<file path="config.mk">
export PLATFORM = sky130hd
export DESIGN_NAME = bus_if
export DESIGN_NICKNAME = d
export VERILOG_FILES = /design/src/rtl/bus_pkg.sv /design/src/rtl/bus_chan.sv /design/src/rtl/bus_if_checker.sv /design/src/rtl/bus_if.sv
export SDC_FILE = /design/constraint.sdc
export NUM_CORES = 1
export LEC_CHECK = 0
export CAP_MARGIN = 0
export CORE_MARGIN = 2
export CORE_UTILIZATION = 50
export CTS_CLUSTER_DIAMETER = 120
export DETAILED_ROUTE_END_ITERATION = 12
export PLACE_DENSITY = 0.8
export SYNTH_ARGS = -nofsm -noshare
export SYNTH_HDL_FRONTEND = slang
export SYNTH_HIERARCHICAL = 1
export SYNTH_SLANG_ARGS = --single-unit
export TNS_END_PERCENT = 30
</file>
<file path="constraint.sdc">
create_clock -name clk -period 3.5 [get_ports clk]
set_clock_uncertainty 0.05 [all_clocks]
set_input_delay 0.7 -clock clk [delete_from_list [all_inputs] [get_ports clk]]
set_output_delay 0.7 -clock clk [all_outputs]
set_load 0.01 [all_outputs]
</file>
<file path="src/rtl/bus_pkg.sv">
// Shared defaults and types for the valid/ready bus
// interface, its checker and the bus_if top.
package bus_pkg;
  localparam int DATA_W_DEF = 8;
  localparam int CNT_W_DEF  = 16;
  typedef logic [DATA_W_DEF-1:0] data_t;
endpackage

</file>
<file path="src/rtl/bus_chan.sv">
// Valid/ready channel bundle with master, slave
// and monitor views.
interface bus_chan #(
  parameter int DATA_W = 8,
  parameter int CNT_W  = 16
) (
  input logic clk,
  input logic rst
);
  logic [DATA_W-1:0] data;
  logic              valid;
  logic              ready;
  logic              xfer;
  logic [DATA_W-1:0] last_data;
  logic [CNT_W-1:0]  xfer_count;
  logic              err_drop;
  logic              err_unstable;

  assign xfer = valid & ready;

  modport master (
    input  clk, rst, ready,
    output data, valid
  );

  modport slave (
    input  clk, rst, data, valid,
    output ready
  );

  modport monitor (
    input clk, rst, data, valid, ready, xfer,
          last_data, xfer_count,
          err_drop, err_unstable
  );
endinterface

</file>
<file path="src/rtl/bus_if_checker.sv">
// Passive transfer counter and protocol checker;
// only observes the channel through its monitor view.
module bus_if_checker #(
  parameter int DATA_W = 8,
  parameter int CNT_W  = 16
) (
  bus_chan.monitor          bus,
  output logic [DATA_W-1:0] last_data,
  output logic [CNT_W-1:0]  xfer_count,
  output logic              err_drop,
  output logic              err_unstable
);
  logic              prev_valid;
  logic              prev_ready;
  logic [DATA_W-1:0] prev_data;
  logic              stalled;
  logic              drop_now;
  logic              unstable_now;

  // a beat offered last edge but not taken
  assign stalled      = prev_valid & ~prev_ready;
  assign drop_now     = stalled & ~bus.valid;
  assign unstable_now = stalled & bus.valid &
                        (bus.data != prev_data);

  always_ff @(posedge bus.clk or posedge bus.rst) begin
    if (bus.rst) begin
      prev_valid <= 1'b0;
      prev_ready <= 1'b0;
      prev_data  <= '0;
    end else begin
      prev_valid <= bus.valid;
      prev_ready <= bus.ready;
      prev_data  <= bus.data;
    end
  end

  always_ff @(posedge bus.clk or posedge bus.rst) begin
    if (bus.rst) begin
      last_data  <= '0;
      xfer_count <= '0;
    end else if (bus.xfer) begin
      last_data  <= bus.data;
      xfer_count <= xfer_count + 1'b1;
    end
  end

  always_ff @(posedge bus.clk or posedge bus.rst) begin
    if (bus.rst) begin
      err_drop     <= 1'b0;
      err_unstable <= 1'b0;
    end else begin
      if (drop_now)     err_drop     <= 1'b1;
      if (unstable_now) err_unstable <= 1'b1;
    end
  end
endmodule

</file>
<file path="src/rtl/bus_if.sv">
// Bus channel wrapper: carries the external beat into
// the channel and exposes the checker's view.
module bus_if
  import bus_pkg::*;
#(
  parameter int DATA_W = DATA_W_DEF,
  parameter int CNT_W  = CNT_W_DEF
) (
  input  logic              clk,
  input  logic              rst,
  input  logic [DATA_W-1:0] data,
  input  logic              valid,
  input  logic              ready,
  output logic              xfer,
  output logic [DATA_W-1:0] last_data,
  output logic [CNT_W-1:0]  xfer_count,
  output logic              err_drop,
  output logic              err_unstable
);
  logic [DATA_W-1:0] chk_last;
  logic [CNT_W-1:0]  chk_count;
  logic              chk_drop;
  logic              chk_unstable;

  bus_chan #(
    .DATA_W(DATA_W),
    .CNT_W (CNT_W)
  ) bus (
    .clk(clk),
    .rst(rst)
  );

  assign bus.data         = data;
  assign bus.valid        = valid;
  assign bus.ready        = ready;
  assign bus.last_data    = chk_last;
  assign bus.xfer_count   = chk_count;
  assign bus.err_drop     = chk_drop;
  assign bus.err_unstable = chk_unstable;

  bus_if_checker #(
    .DATA_W(DATA_W),
    .CNT_W (CNT_W)
  ) u_chk (
    .bus         (bus.monitor),
    .last_data   (chk_last),
    .xfer_count  (chk_count),
    .err_drop    (chk_drop),
    .err_unstable(chk_unstable)
  );

  assign xfer         = bus.xfer;
  assign last_data    = bus.last_data;
  assign xfer_count   = bus.xfer_count;
  assign err_drop     = bus.err_drop;
  assign err_unstable = bus.err_unstable;
endmodule

</file>
# Yosys cells after proc, flatten, opt, wreduce, memory -nomap -nowiden
# Index checks and enable logic that the tools add are counted.
# totals
inputBits	12
out_inout_bits	27
register_bits	36
word_cells	16
# op_classes
bitwise	7
eq_ne	1
n_addsub	1
# op_table
op	n
$add A16 B1 Y16 const B	1
$ne A8 B8 Y1	1
$and A1 B1 Y1	5
$not A1 Y1	2

# Depth between registers and ports, before layout
# Gate-level depths: netlist of the first run.
# depth
ltp_word	4
depth_mapped	5
depth_no_buf	5

# Cells and area by module
# Netlist of the first run, hierarchy kept.
# by_module_without_submodules
mod	cells_per_inst	instances	seq_area_each_um2	area_per_inst_um2
bus_if_checker	99	1	900.9	1406.3
bus_if	1	1	0.0	6.3

# Worst setup path before layout of the first run
# No wires, ideal clock.
# synth_timing
path_kind	input to register
start	input valid
end	register u_chk.xfer_count[15]
setup_slack_ns	1.669
setup_time_ns	0.124
arrival_time_ns	1.657
path_stages	5
cell_sequence	and2_1 > nand4_4 > nor3_4 > nand4_1 > xnor2_1
# synth_between
elab_chain_len	1
# synth_lines
element	line	text
start, declared	bus_if.sv:12	input logic valid,
$and A1 B1 Y1	bus_chan.sv:19	assign xfer = valid & ready;
end signal, assigned	bus_if_checker.sv:44	xfer_count <= xfer_count + 1'b1;
end, declared	bus_if_checker.sv:9	output logic [CNT_W-1:0] xfer_count,
# No other way between the ends.
# A chain may end at the register's enable or synchronous reset.

# Final worst setup path of the first run
# layout_timing
start	input valid
end	output xfer
# layout_between
elab_chain_len	1
# layout_lines
element	line	text
$and A1 B1 Y1	bus_chan.sv:19	
end, declared	bus_if.sv:14	output logic xfer,
# No other way between the ends.

==> tab_implementation.tex, run 1 <==
\begin{tabular}{lr}
\hline
Metric & Value \\
\hline
\multicolumn{2}{l}{\textbf{CTS}} \\
\quad Buffer cell driving the clock tree root & clkbuf\_4 \\
\quad Post-cts repair resize count & 0 \\
\quad TritonCTS clock tree & done \\
\quad Hold buffer count at cts & 0 \\
\quad Number of buffers inserted to repair setup after CTS & 0 \\
\quad CTS Sinks & 36 \\
\quad Buffer levels on the longest clock path & 2 \\
\quad Clock transition at path regs & 100 ps \\
\quad H-tree depth & 2 \\
\quad Insertion delay to the later sink of the worst-skew pair & roughly 330 ps \\
\quad Clock buffers created by TritonCTS & 5 \\
\multicolumn{2}{l}{\textbf{Critical path}} \\
\quad Crit path kind & in -> out \\
\quad Maximum fanout along the worst path & 4 \\
\quad Type of origin of the critical path & input pin \\
\quad CP max stage cell & clkdlybuf4s50\_1 \\
\quad Worst path cell trace & clkdlybuf4s50\_1 -> and2\_1 -> clkdlybuf4s50\_1 \\
\quad Reg-to-Reg End & u\_chk/xfer\_count[14] \\
\quad Reg-to-reg startpoint & u\_chk/xfer\_count[0] \\
\quad Bufs and invs on worst path & 2 \\
\quad Arrival time at the worst endpoint & $\sim$1900 ps \\
\quad Gate family responsible for the most delay along the worst path & buffers and inverters \\
\quad Worst R2R Setup Slack & 1960 ps \\
\quad Most used cell along the critical path & clkdlybuf4s50\_1 \\
\quad Required arrival time at the worst endpoint & 2750 ps \\
\quad Element type at the critical path end & output pin \\
\quad Slowest cell delay on critical path & 540 ps \\
\quad FF-to-FF path depth & 5 \\
\multicolumn{2}{l}{\textbf{Timing}} \\
\quad Unrepaired setup endpoints after global routing & false \\
\quad Total Negative Setup Slacks & 0 ps \\
\quad Rel. slew slack & 56.4\% \\
\quad Highest clock frequency the design can meet & 0.371 GHz \\
\quad Final max-slew violation count & 0 \\
\quad Final Hold Violating Endpoints & 0 \\
\quad Final-report setup violation count & 0 \\
\quad Post-route fraction of the period consumed by the critical path & 77.0\% \\
\quad Worst-Margin Slew & 653 ps \\
\quad Crit path time final & approximately 2700 ps \\
\multicolumn{2}{l}{\textbf{Global routing}} \\
\quad Most congested layer reported by global routing & met2 \\
\quad Antenna violations before repair & 0 \\
\quad Global-route wire length before repair & 4620 um \\
\quad Met1 global-route usage & 24.8\% \\
\quad Met3 global-route usage & approximately 6.1\% \\
\quad Total global-route track usage & 19.8\% \\
\quad Via count of the first global-routing pass & $\sim$940 \\
\quad Aggregate global routing overflow & 0 \\
\quad Routing usage on met2 & 31.2\% \\
\quad Largest net degree at the start of global routing & 21 \\
\multicolumn{2}{l}{\textbf{Route}} \\
\quad DRC violation count after routing & 0 \\
\quad Antenna-violating nets left & 0 \\
\quad Via density & 5.07 \\
\quad Detailed router's first-iteration violation count & 19 \\
\quad Vias after detailed routing & 903 \\
\quad DR WL/cell & 14.9 um \\
\quad Total wire length & about 2600 um \\
\quad Count of TritonRoute iterations in the first routing pass & 4 \\
\multicolumn{2}{l}{\textbf{Min path}} \\
\quad HP Class & reg -> reg \\
\quad Terminating pin of the worst hold path & u\_chk/xfer\_count[15] \\
\quad Hold\_sp & u\_chk/xfer\_count[15] \\
\quad Worst Hold Depth & 1 \\
\multicolumn{2}{l}{\textbf{Synth}} \\
\quad Yosys warning total & 6 \\
\quad Mean area per synthesized cell & 14.1 sq um \\
\quad Number of unique standard cell types used by synthesis & 19 \\
\quad Cell area after synthesis & 1410 sq um \\
\quad Number of register bits inferred by synthesis & 36 \\
\quad Portion of the post-synthesis area used by sequential elements & 63.8\% \\
\quad Synthesized Nets & 113 \\
\quad Number of instances in the synthesized netlist & 100 \\
\multicolumn{2}{l}{\textbf{Die}} \\
\quad Vert. Die Dim & between 50 and 60 um \\
\quad Top-Level Pins & 39 \\
\quad Core area & between 2000 and 3000 sq um \\
\quad Die area & around 3300 sq um \\
\quad Number of standard-cell rows in the floorplan & 19 \\
\quad DIE WIDTH & 57.2 um \\
\quad Starting density of the core & 52.1\% \\
\multicolumn{2}{l}{\textbf{Layout}} \\
\quad Fraction of final layout cells with drive strength greater than 1 & 15.0\% \\
\quad Antenna diodes & 0 \\
\quad Finished Layout Cells & approximately 180 \\
\quad Synthesis-to-layout area growth & 35.8\% \\
\quad Fill cells & 205 \\
\quad Post-layout nets & roughly 160 \\
\multicolumn{2}{l}{\textbf{Place}} \\
\quad Detail Placement HPWL & $\sim$1900 um \\
\quad Routability Congestion & 0.720 \\
\quad Count of input and output buffers & 38 \\
\quad Inst Count DP & 170 \\
\multicolumn{2}{l}{\textbf{Pwr}} \\
\quad P\_leak & 0.860 nW \\
\quad Peak supply drop & 624 uV \\
\quad Total power divided by cell area & 540 nW/um\^{}2 \\
\multicolumn{2}{l}{\textbf{Run status}} \\
\quad Outcome & finished clean \\
\multicolumn{2}{l}{\textbf{Job}} \\
\quad Number of max-cap violations & 0 \\
\hline
\end{tabular}
## cell families after synthesis
| logic type | after synthesis | synth area share (%) |
|---|---|---|
| compound gates | 2 | 1.33 |
| flops | 36 | 63.8 |
| buf+inv | 4 | 1.15 |
| fa+ha+maj | 1 | 0.886 |
| mux | 9 | 7.17 |
| simple gates | 25 | 11.4 |
| xor+xnor | 23 | 14.3 |
## synthesized netlist by cell type
master	n	area, sq um
buf_2	1	5.00
nor2_1	3	11.3
xor2_1	13	114
and2_1	2	12.5
nor4_1	2	12.5
dfrtp_1	36	901
nand4_4	1	21.3
and3_1	2	12.5
nand4_1	4	25.0
nand2_1	6	22.5
nand3_1	3	15.0
nand4_2	1	12.5
ha_1	1	12.5
mux2_2	9	101
xnor2_1	10	87.6
a41o_1	1	10.0
inv_1	3	11.3
a31o_2	1	8.76
nor3_4	1	16.3
## registers in the layout, indices dropped and copies added (netlist names)
| signal | cells |
|---|---|
| u_chk/xfer_count | 16 |
| u_chk/last_data | 8 |
| u_chk/prev_data | 8 |
| u_chk/err_drop | 1 |
| u_chk/err_unstable | 1 |
| u_chk/prev_ready | 1 |
| u_chk/prev_valid | 1 |
## cell type report
cell class / instances / area [sq um] / share of cell area [%]
Clock inverter: 2 / 35.0 / 1.83
Timing Repair Buffer: 40 / 395 / 20.6
Inverter: 3 / 11.3 / 0.587
Tap cell: 31 / 38.8 / 2.02
Sequential cell: 36 / 901 / 47.0
Multi-Input combinational cell: 60 / 495 / 25.8
Clock buffer: 6 / 41.3 / 2.15
## cells in the final DEF (no fill, tap or decap)
cell and n:
and3_1 2, bufinv_16 1, ha_1 1, nand4_1 4, dfrtp_1 36, clkbuf_4 5
nor2_1 3, nand2_1 6, a41o_1 1, clkinv_2 1, nor3_4 1, mux2_2 9
nand4_4 1, clkbuf_1 1, buf_4 2, nand3_1 3, xor2_1 13, and2_1 2
inv_1 3, a31o_2 1, xnor2_1 10, nor4_1 2, nand4_2 1, clkdlybuf4s50_1 38
## power breakdown
group	switching (mW)	leakage [nW]	internal [mW]
Combinational	0.0849	0.376	0.136
Sequential	0.0670	0.442	0.467
Clock	0.132	0.0422	0.150
Total	0.284	0.860	0.753
## routing by layer
metal / wire length, um / up-vias
li1: - / 433
met1: 1130 / 446
met2: 1350 / 22
met3: 119 / 2
met4: 41 / 0
met5: 0 / -
## per-stage QoR
| stage | hold WS (ps) | utilization, % | area (sq um) | power, mW | setup slack (ps) |
|---|---|---|---|---|---|
| after floorplan | 440 | - | 1410 | 0.629 | 1670 |
| after global placement | 409 | 68.0 | 1840 | 0.751 | 826 |
| after detailed placement | 407 | 68.0 | 1840 | 0.761 | 801 |
| after CTS | 433 | 70.8 | 1920 | 1.05 | 797 |
| after global routing | 449 | 70.8 | 1920 | 1.10 | 747 |
| final | 432 | 70.8 | 1920 | 1.04 | 806 |
## worst max path at each step
stage / cells past startpoint / to / slack [ps] / startpoint
6_report: 3 / xfer / 810 / valid
3_3_place_gp: 3 / xfer / 830 / valid
3_5_place_dp: 3 / xfer / 800 / valid
2_1_floorplan: 5 / u_chk/xfer_count[15] / 1670 / valid
4_1_cts: 3 / xfer / 800 / valid
5_1_grt: 3 / xfer / 750 / valid
Power figures use the tool's default switching activity.
==> run 2: changes to the inputs <==
--- a/config.mk
+++ b/config.mk
@@ -7,10 +7,10 @@
 export LEC_CHECK = 0
 export CAP_MARGIN = 0
 export CORE_MARGIN = 2
-export CORE_UTILIZATION = 50
+export CORE_UTILIZATION = 42
 export CTS_CLUSTER_DIAMETER = 120
 export DETAILED_ROUTE_END_ITERATION = 12
-export PLACE_DENSITY = 0.8
+export PLACE_DENSITY = 0.71
 export SYNTH_ARGS = -nofsm -noshare
 export SYNTH_HDL_FRONTEND = slang
 export SYNTH_HIERARCHICAL = 1
==> constraint.sdc (replaced) <==
create_clock -name clk -period 2.25 [get_ports clk]
set_clock_uncertainty 0.05 [all_clocks]
set_input_delay 0.45 -clock clk [delete_from_list [all_inputs] [get_ports clk]]
set_output_delay 0.45 -clock clk [all_outputs]
set_load 0.01 [all_outputs]
==> tab_implementation.tex, run 2 (synthesized netlist as in run 1, its figures left out) <==
\begin{tabular}{lr}
\hline
Metric & Value \\
\hline
\multicolumn{2}{l}{\textbf{Die}} \\
\quad DIE WIDTH & 62.0 um \\
\quad Number of standard-cell rows in the floorplan & 21 \\
\quad Vert. Die Dim & between 60 and 70 um \\
\quad Die area & 3840 sq um \\
\quad Top-Level Pins & 39 \\
\quad Starting density of the core & a little over two fifths \\
\quad Core area & 3280 sq um \\
\multicolumn{2}{l}{\textbf{Place}} \\
\quad Count of input and output buffers & 38 \\
\quad Routability Congestion & 0.685 \\
\quad Pre-CTS setup slack & 40.1 ps \\
\quad Detail Placement HPWL & 1900 um \\
\quad Inst Count DP & 187 \\
\multicolumn{2}{l}{\textbf{Pwr}} \\
\quad Total Power & 1.68 mW \\
\quad Internal power consumption & 1.24 mW \\
\quad Combinational power share & 20.5\% \\
\quad Total power divided by cell area & between 800 and 900 nW/um\^{}2 \\
\quad P\_leak & 0.893 nW \\
\quad Switching share of power & 26.4\% \\
\quad Peak supply drop & 540 uV \\
\quad Proportion of power drawn by the clock network & 30.2\% \\
\quad Power spent charging and discharging nets & 0.444 mW \\
\quad Share of total power in sequential cells & 49.3\% \\
\multicolumn{2}{l}{\textbf{CTS}} \\
\quad Hold buffer count at cts & 0 \\
\quad TritonCTS clock tree & done \\
\quad Buffer levels on the longest clock path & 2 \\
\quad Clock transition at path regs & 100 ps \\
\quad H-tree depth & 2 \\
\quad Clock buffers created by TritonCTS & 5 \\
\quad Buffer cell driving the clock tree root & clkbuf\_4 \\
\quad Insertion delay to the later sink of the worst-skew pair & 350 ps \\
\quad CTS Sinks & 36 \\
\multicolumn{2}{l}{\textbf{Timing}} \\
\quad Final-report setup violation count & 0 \\
\quad Worst hold-check slack & 433 ps \\
\quad Setup slack of the critical path after layout & around 350 ps \\
\quad Final max-slew violation count & 0 \\
\quad Post-route fraction of the period consumed by the critical path & 84.6\% \\
\quad Highest clock frequency the design can meet & 0.525 GHz \\
\quad Worst-Margin Slew & 444 ps \\
\quad Total Negative Setup Slacks & 0 ps \\
\quad Crit path time final & 1900 ps \\
\quad Unrepaired setup endpoints after global routing & false \\
\quad Final Hold Violating Endpoints & 0 \\
\quad Rel. slew slack & 70.4\% \\
\multicolumn{2}{l}{\textbf{Layout}} \\
\quad Fraction of final layout cells with drive strength greater than 1 & 16.8\% \\
\quad Most common cell after layout, fill and taps aside & clkdlybuf4s50\_1 \\
\quad Synthesis-to-layout area growth & 39.7\% \\
\quad Multi-input gate area in the final layout & 495 sq um \\
\quad Post-layout nets & 161 \\
\quad Antenna diodes & 0 \\
\quad Register area & 901 sq um \\
\quad Largest registers & u\_chk/xfer\_count x16, u\_chk/last\_data x8, u\_chk/prev\_data x8 \\
\quad Most used cells in the layout excluding fill and tap cells & 37 x clkdlybuf4s50\_1, 36 x dfrtp\_1, 13 x xor2\_1 \\
\quad Finished Layout Cells & between 150 and 200 \\
\quad Fill cells & 280 \\
\quad Number of flip-flops under the largest register name & 16 \\
\quad Register bank with the most flops & u\_chk/xfer\_count \\
\multicolumn{2}{l}{\textbf{Critical path}} \\
\quad FF-to-FF path depth & 5 \\
\quad Type of origin of the critical path & flip-flop \\
\quad Worst path cell trace & clkdlybuf4s50\_1 \\
\quad Element type at the critical path end & output pin \\
\quad Required arrival time at the worst endpoint & between 1500 and 2000 ps \\
\quad Gate family responsible for the most delay along the worst path & buffers and inverters \\
\quad Slowest cell delay on critical path & a little under 600 ps \\
\quad Arrival time at the worst endpoint & about 1400 ps \\
\quad Bufs and invs on worst path & 1 \\
\quad Crit path kind & reg -> out \\
\quad Maximum fanout along the worst path & 5 \\
\quad Reg-to-reg startpoint & u\_chk/xfer\_count[0] \\
\quad Worst setup path startpoint & u\_chk/xfer\_count[2] \\
\quad CP max stage cell & clkdlybuf4s50\_1 \\
\quad WP depth & 1 \\
\multicolumn{2}{l}{\textbf{Route}} \\
\quad Antenna-violating nets left & 0 \\
\quad Detailed router's first-iteration violation count & 20 \\
\quad Total wire length & about 2600 um \\
\quad Vias after detailed routing & 910 \\
\quad DR WL/cell & 13.5 um \\
\quad DRC violation count after routing & 0 \\
\quad Via density & 4.67 \\
\quad Count of TritonRoute iterations in the first routing pass & 4 \\
\multicolumn{2}{l}{\textbf{Global routing}} \\
\quad Global-route wire length before repair & 4530 um \\
\quad Total global-route track usage & 17.1\% \\
\quad Via count of the first global-routing pass & 979 \\
\quad Antenna violations before repair & 0 \\
\quad Largest net degree at the start of global routing & 37 \\
\quad Aggregate global routing overflow & 0 \\
\multicolumn{2}{l}{\textbf{Run status}} \\
\quad Outcome & finished clean \\
\multicolumn{2}{l}{\textbf{Min path}} \\
\quad Worst Hold Depth & 1 \\
\quad Hold\_sp & u\_chk/xfer\_count[15] \\
\quad HP Class & reg -> reg \\
\multicolumn{2}{l}{\textbf{Job}} \\
\quad Number of max-cap violations & 0 \\
\hline
\end{tabular}
==> run 2: power by group through the flow <==
stage	sequential, mW	clock, mW	combinational [mW]
after floorplan	0.862	0	0.116
after global placement	0.836	0	0.338
after detailed placement	0.844	0	0.351
after CTS	0.831	0.524	0.353
after global routing	0.847	0.561	0.373
final	0.828	0.507	0.345
==> run 2: layout make-up <==
cell class                 count  share of cell area, %
timing repair buffer          42                   20.9
sequential                    36                   45.7
multi-input combinational     60                   25.1
tap                           46                   2.92
clock inverter                 1                   1.52
inverter                       3                  0.571
clock buffer                   7                   3.30
==> run 2: path summary, 6_finish.rpt <==
path | to | slack, ps
worst max-delay path | xfer_count[2] | 350
worst min-delay path | u_chk/xfer_count[15] | 430
worst max register to register | u_chk/xfer_count[14] | 670
worst min register to register | u_chk/xfer_count[15] | 430
max in group asynchronous | u_chk/xfer_count[6] | 1390
min in group asynchronous | u_chk/xfer_count[7] | 450
==> run 2: stage by stage <==
| stage | util [%] | area (sq um) |
|---|---|---|
| 2_1_floorplan | - | 1410 |
| 3_3_place_gp | 57.1 | 1880 |
| 6_report | 60.1 | 1970 |
| 3_5_place_dp | 57.1 | 1880 |
| 4_1_cts | 60.0 | 1970 |
| 5_1_grt | 60.1 | 1970 |
==> run 2: timing repair <==
action / CTS / global route
gates resized for setup: 0 / 1
setup endpoints to repair: 0 / 1
buffers inserted: 0 / 0
==> run 2: layer usage <==
metal  global-route usage (%)  vias to the layer above  share of wire, %
li1                         -                      433                 -
met1                     19.7                      446                40
met2                     27.4                       23                52
met3                     4.97                        8               4.1
met4                     11.9                        0               3.3
met5                        0                        -                 0
==> run 3: changes to the inputs <==
==> constraint.sdc (replaced) <==
create_clock -name clk -period 1.6 [get_ports clk]
set_clock_uncertainty 0.05 [all_clocks]
set_input_delay 0.32 -clock clk [delete_from_list [all_inputs] [get_ports clk]]
set_output_delay 0.32 -clock clk [all_outputs]
set_load 0.01 [all_outputs]
==> tab_implementation.tex, run 3 (synthesized netlist as in run 1, its figures left out) <==
\begin{tabular}{lr}
\hline
Metric & Value \\
\hline
\multicolumn{2}{l}{\textbf{Timing}} \\
\quad Worst-Margin Slew & 290 ps \\
\quad Highest clock frequency the design can meet & 0.660 GHz \\
\quad Final Hold Violating Endpoints & 0 \\
\quad Final max-slew violation count & 0 \\
\quad Post-route fraction of the period consumed by the critical path & 94.6\% \\
\quad Crit path time final & 1510 ps \\
\quad Final-report setup violation count & 0 \\
\quad Rel. slew slack & 80.5\% \\
\multicolumn{2}{l}{\textbf{Layout}} \\
\quad Post-layout nets & 177 \\
\quad Register bank with the most flops & u\_chk/xfer\_count \\
\quad Most used cells in the layout excluding fill and tap cells & 31 x dfrtp\_1, 26 x dlygate4sd2\_1, 19 x buf\_4 \\
\quad Synthesis-to-layout area growth & 44.3\% \\
\quad Number of flip-flops under the largest register name & 16 \\
\quad Finished Layout Cells & 211 \\
\quad Cell area after layout & 2040 sq um \\
\quad Most common cell after layout, fill and taps aside & dfrtp\_1 \\
\quad Antenna diodes & 0 \\
\quad Fraction of final layout cells with drive strength greater than 1 & 29.7\% \\
\quad Largest registers & u\_chk/xfer\_count x16, u\_chk/last\_data x8, u\_chk/prev\_data x8 \\
\multicolumn{2}{l}{\textbf{Global routing}} \\
\quad Antenna violations before repair & 0 \\
\quad Aggregate global routing overflow & 0 \\
\quad Total global-route track usage & 17.3\% \\
\quad Via count of the first global-routing pass & roughly 1k \\
\quad Global-route wire length before repair & roughly 4700 um \\
\quad Largest net degree at the start of global routing & 37 \\
\multicolumn{2}{l}{\textbf{CTS}} \\
\quad Insertion delay to the later sink of the worst-skew pair & 330 ps \\
\quad TritonCTS clock tree & done \\
\quad H-tree depth & 2 \\
\quad Buffer cell driving the clock tree root & clkbuf\_4 \\
\quad Buffer levels on the longest clock path & 2 \\
\quad CTS Sinks & 36 \\
\quad Clock buffers created by TritonCTS & 5 \\
\quad Clock transition at path regs & 110 ps \\
\quad Hold buffer count at cts & 0 \\
\multicolumn{2}{l}{\textbf{Die}} \\
\quad Number of standard-cell rows in the floorplan & 21 \\
\quad Starting density of the core & 43.0\% \\
\quad Top-Level Pins & 39 \\
\quad DIE WIDTH & $\sim$62 um \\
\quad Core area & 3280 sq um \\
\quad Die area & 3840 sq um \\
\quad Vert. Die Dim & 62.0 um \\
\multicolumn{2}{l}{\textbf{Route}} \\
\quad Total wire length & $\sim$2800 um \\
\quad Count of TritonRoute iterations in the first routing pass & 4 \\
\quad Detailed router's first-iteration violation count & 23 \\
\quad DRC violation count after routing & 0 \\
\quad Uppermost routed layer & met4 \\
\quad Antenna-violating nets left & 0 \\
\quad DR WL/cell & roughly 13 um \\
\quad Vias after detailed routing & 965 \\
\quad Met1 Wirelength & about 1200 um \\
\quad Via density & 4.57 \\
\quad Total met2 wirelength after detailed routing & 1470 um \\
\quad Met3 routed WL & 115 um \\
\multicolumn{2}{l}{\textbf{Critical path}} \\
\quad WP depth & 7 \\
\quad Element type at the critical path end & flip-flop \\
\quad Crit path kind & in -> reg \\
\quad CP max stage cell & clkdlybuf4s50\_1 \\
\quad Arrival time at the worst endpoint & 1690 ps \\
\quad Bufs and invs on worst path & 2 \\
\quad Worst path cell trace & clkdlybuf4s50\_1 -> and2\_4 -> buf\_4 -> nand4\_4 -> nor3\_4 -> nand4\_1 -> xnor2\_1 \\
\quad Type of origin of the critical path & input pin \\
\quad Required arrival time at the worst endpoint & 1780 ps \\
\quad FF-to-FF path depth & 6 \\
\quad Gate family responsible for the most delay along the worst path & simple AND/OR/NAND/NOR gates \\
\quad Maximum fanout along the worst path & 4 \\
\quad Slowest cell delay on critical path & 480 ps \\
\multicolumn{2}{l}{\textbf{Pwr}} \\
\quad Peak supply drop & 553 uV \\
\quad P\_leak & 1.01 nW \\
\quad Total power divided by cell area & 1060 nW/um\^{}2 \\
\multicolumn{2}{l}{\textbf{Min path}} \\
\quad HP Class & in -> async \\
\multicolumn{2}{l}{\textbf{Place}} \\
\quad Placed Instance Area & 1960 sq um \\
\quad Detail Placement HPWL & 2030 um \\
\quad Count of input and output buffers & 38 \\
\quad Routability Congestion & between 0.6 and 0.7 \\
\quad Inst Count DP & 196 \\
\multicolumn{2}{l}{\textbf{Run status}} \\
\quad Outcome & finished clean \\
\multicolumn{2}{l}{\textbf{Job}} \\
\quad Number of max-cap violations & 0 \\
\hline
\end{tabular}
==> run 3: changes by cell type in the layout (fill, tap and decap cells not counted), sizes merged <==
cell and delta:
dlymetal6s2s -1, clkbuf -1, bufinv -1, clkdlybuf4s50 -26
dlygate4sd2 +26, buf +16, clkinv +3
==> run 3: per-stage QoR <==
| step | hold slack, ps | setup slack (ps) | utilization, % | total power, mW | TNS (ps) |
|---|---|---|---|---|---|
| global route | 271 | -0.351 | 62.1 | 2.31 | -0.351 |
| detailed placement | 427 | -409 | 59.5 | 1.69 | -5600 |
| finish | 280 | 85.7 | 62.1 | 2.17 | 0 |
| global placement | 400 | -370 | 59.5 | 1.67 | -5560 |
| floorplan | 301 | 149 | - | 1.38 | 0 |
| CTS | 271 | 26.2 | 62.1 | 2.20 | 0 |
==> run 3: area by class of cell <==
type | count | area [sq um]
clock buffer | 5 | 37.5
tap | 46 | 57.6
multi-input combinational | 60 | 500
fill | 275 | 1250
inverter | 3 | 11.3
timing repair buffer | 58 | 505
sequential | 36 | 907
clock inverter | 3 | 18.8
==> run 3: path summary, 6_finish.rpt <==
check                                     from  slack, ps                   end
max                                      valid         90  u_chk/xfer_count[15]
min reg2reg                     u_chk/err_drop        450        u_chk/err_drop
max reg2reg                u_chk/xfer_count[0]        150  u_chk/xfer_count[14]
min                                        rst        280  u_chk/xfer_count[14]
min in group clk                         ready        400      u_chk/prev_ready
max in group asynchronous                  rst       1030   u_chk/xfer_count[1]
==> run 3: per-layer routing <==
layer | global-route usage (%) | up-vias
met1 | 22.0 | 478
li1 | - | 465
met3 | 5.59 | 2
met5 | 0 | -
met4 | 6.38 | 0
met2 | 27.5 | 20
==> run 3: worst reg2reg max path, cell delays in order (launching register included) <==
cell and delay, ps:
dfrtp_2 380, buf_4 130, ha_1 180, nand4_1 140, nor2_2 180, nand4_1 140, xnor2_1 150
==> run 3: power by group <==
| group | switching, mW | internal, mW | total [mW] |
|---|---|---|---|
| Sequential | 0.0643 | 1.03 | 1.10 |
| Clock | 0.299 | 0.169 | 0.467 |
| Combinational | 0.280 | 0.325 | 0.605 |
==> run 3: repair_timing <==
item,CTS,global route
cloned,0,0
buffers inserted,7,0
pin swaps,0,1
endpoints found under the setup margin,30,5
gates resized for setup,34,2
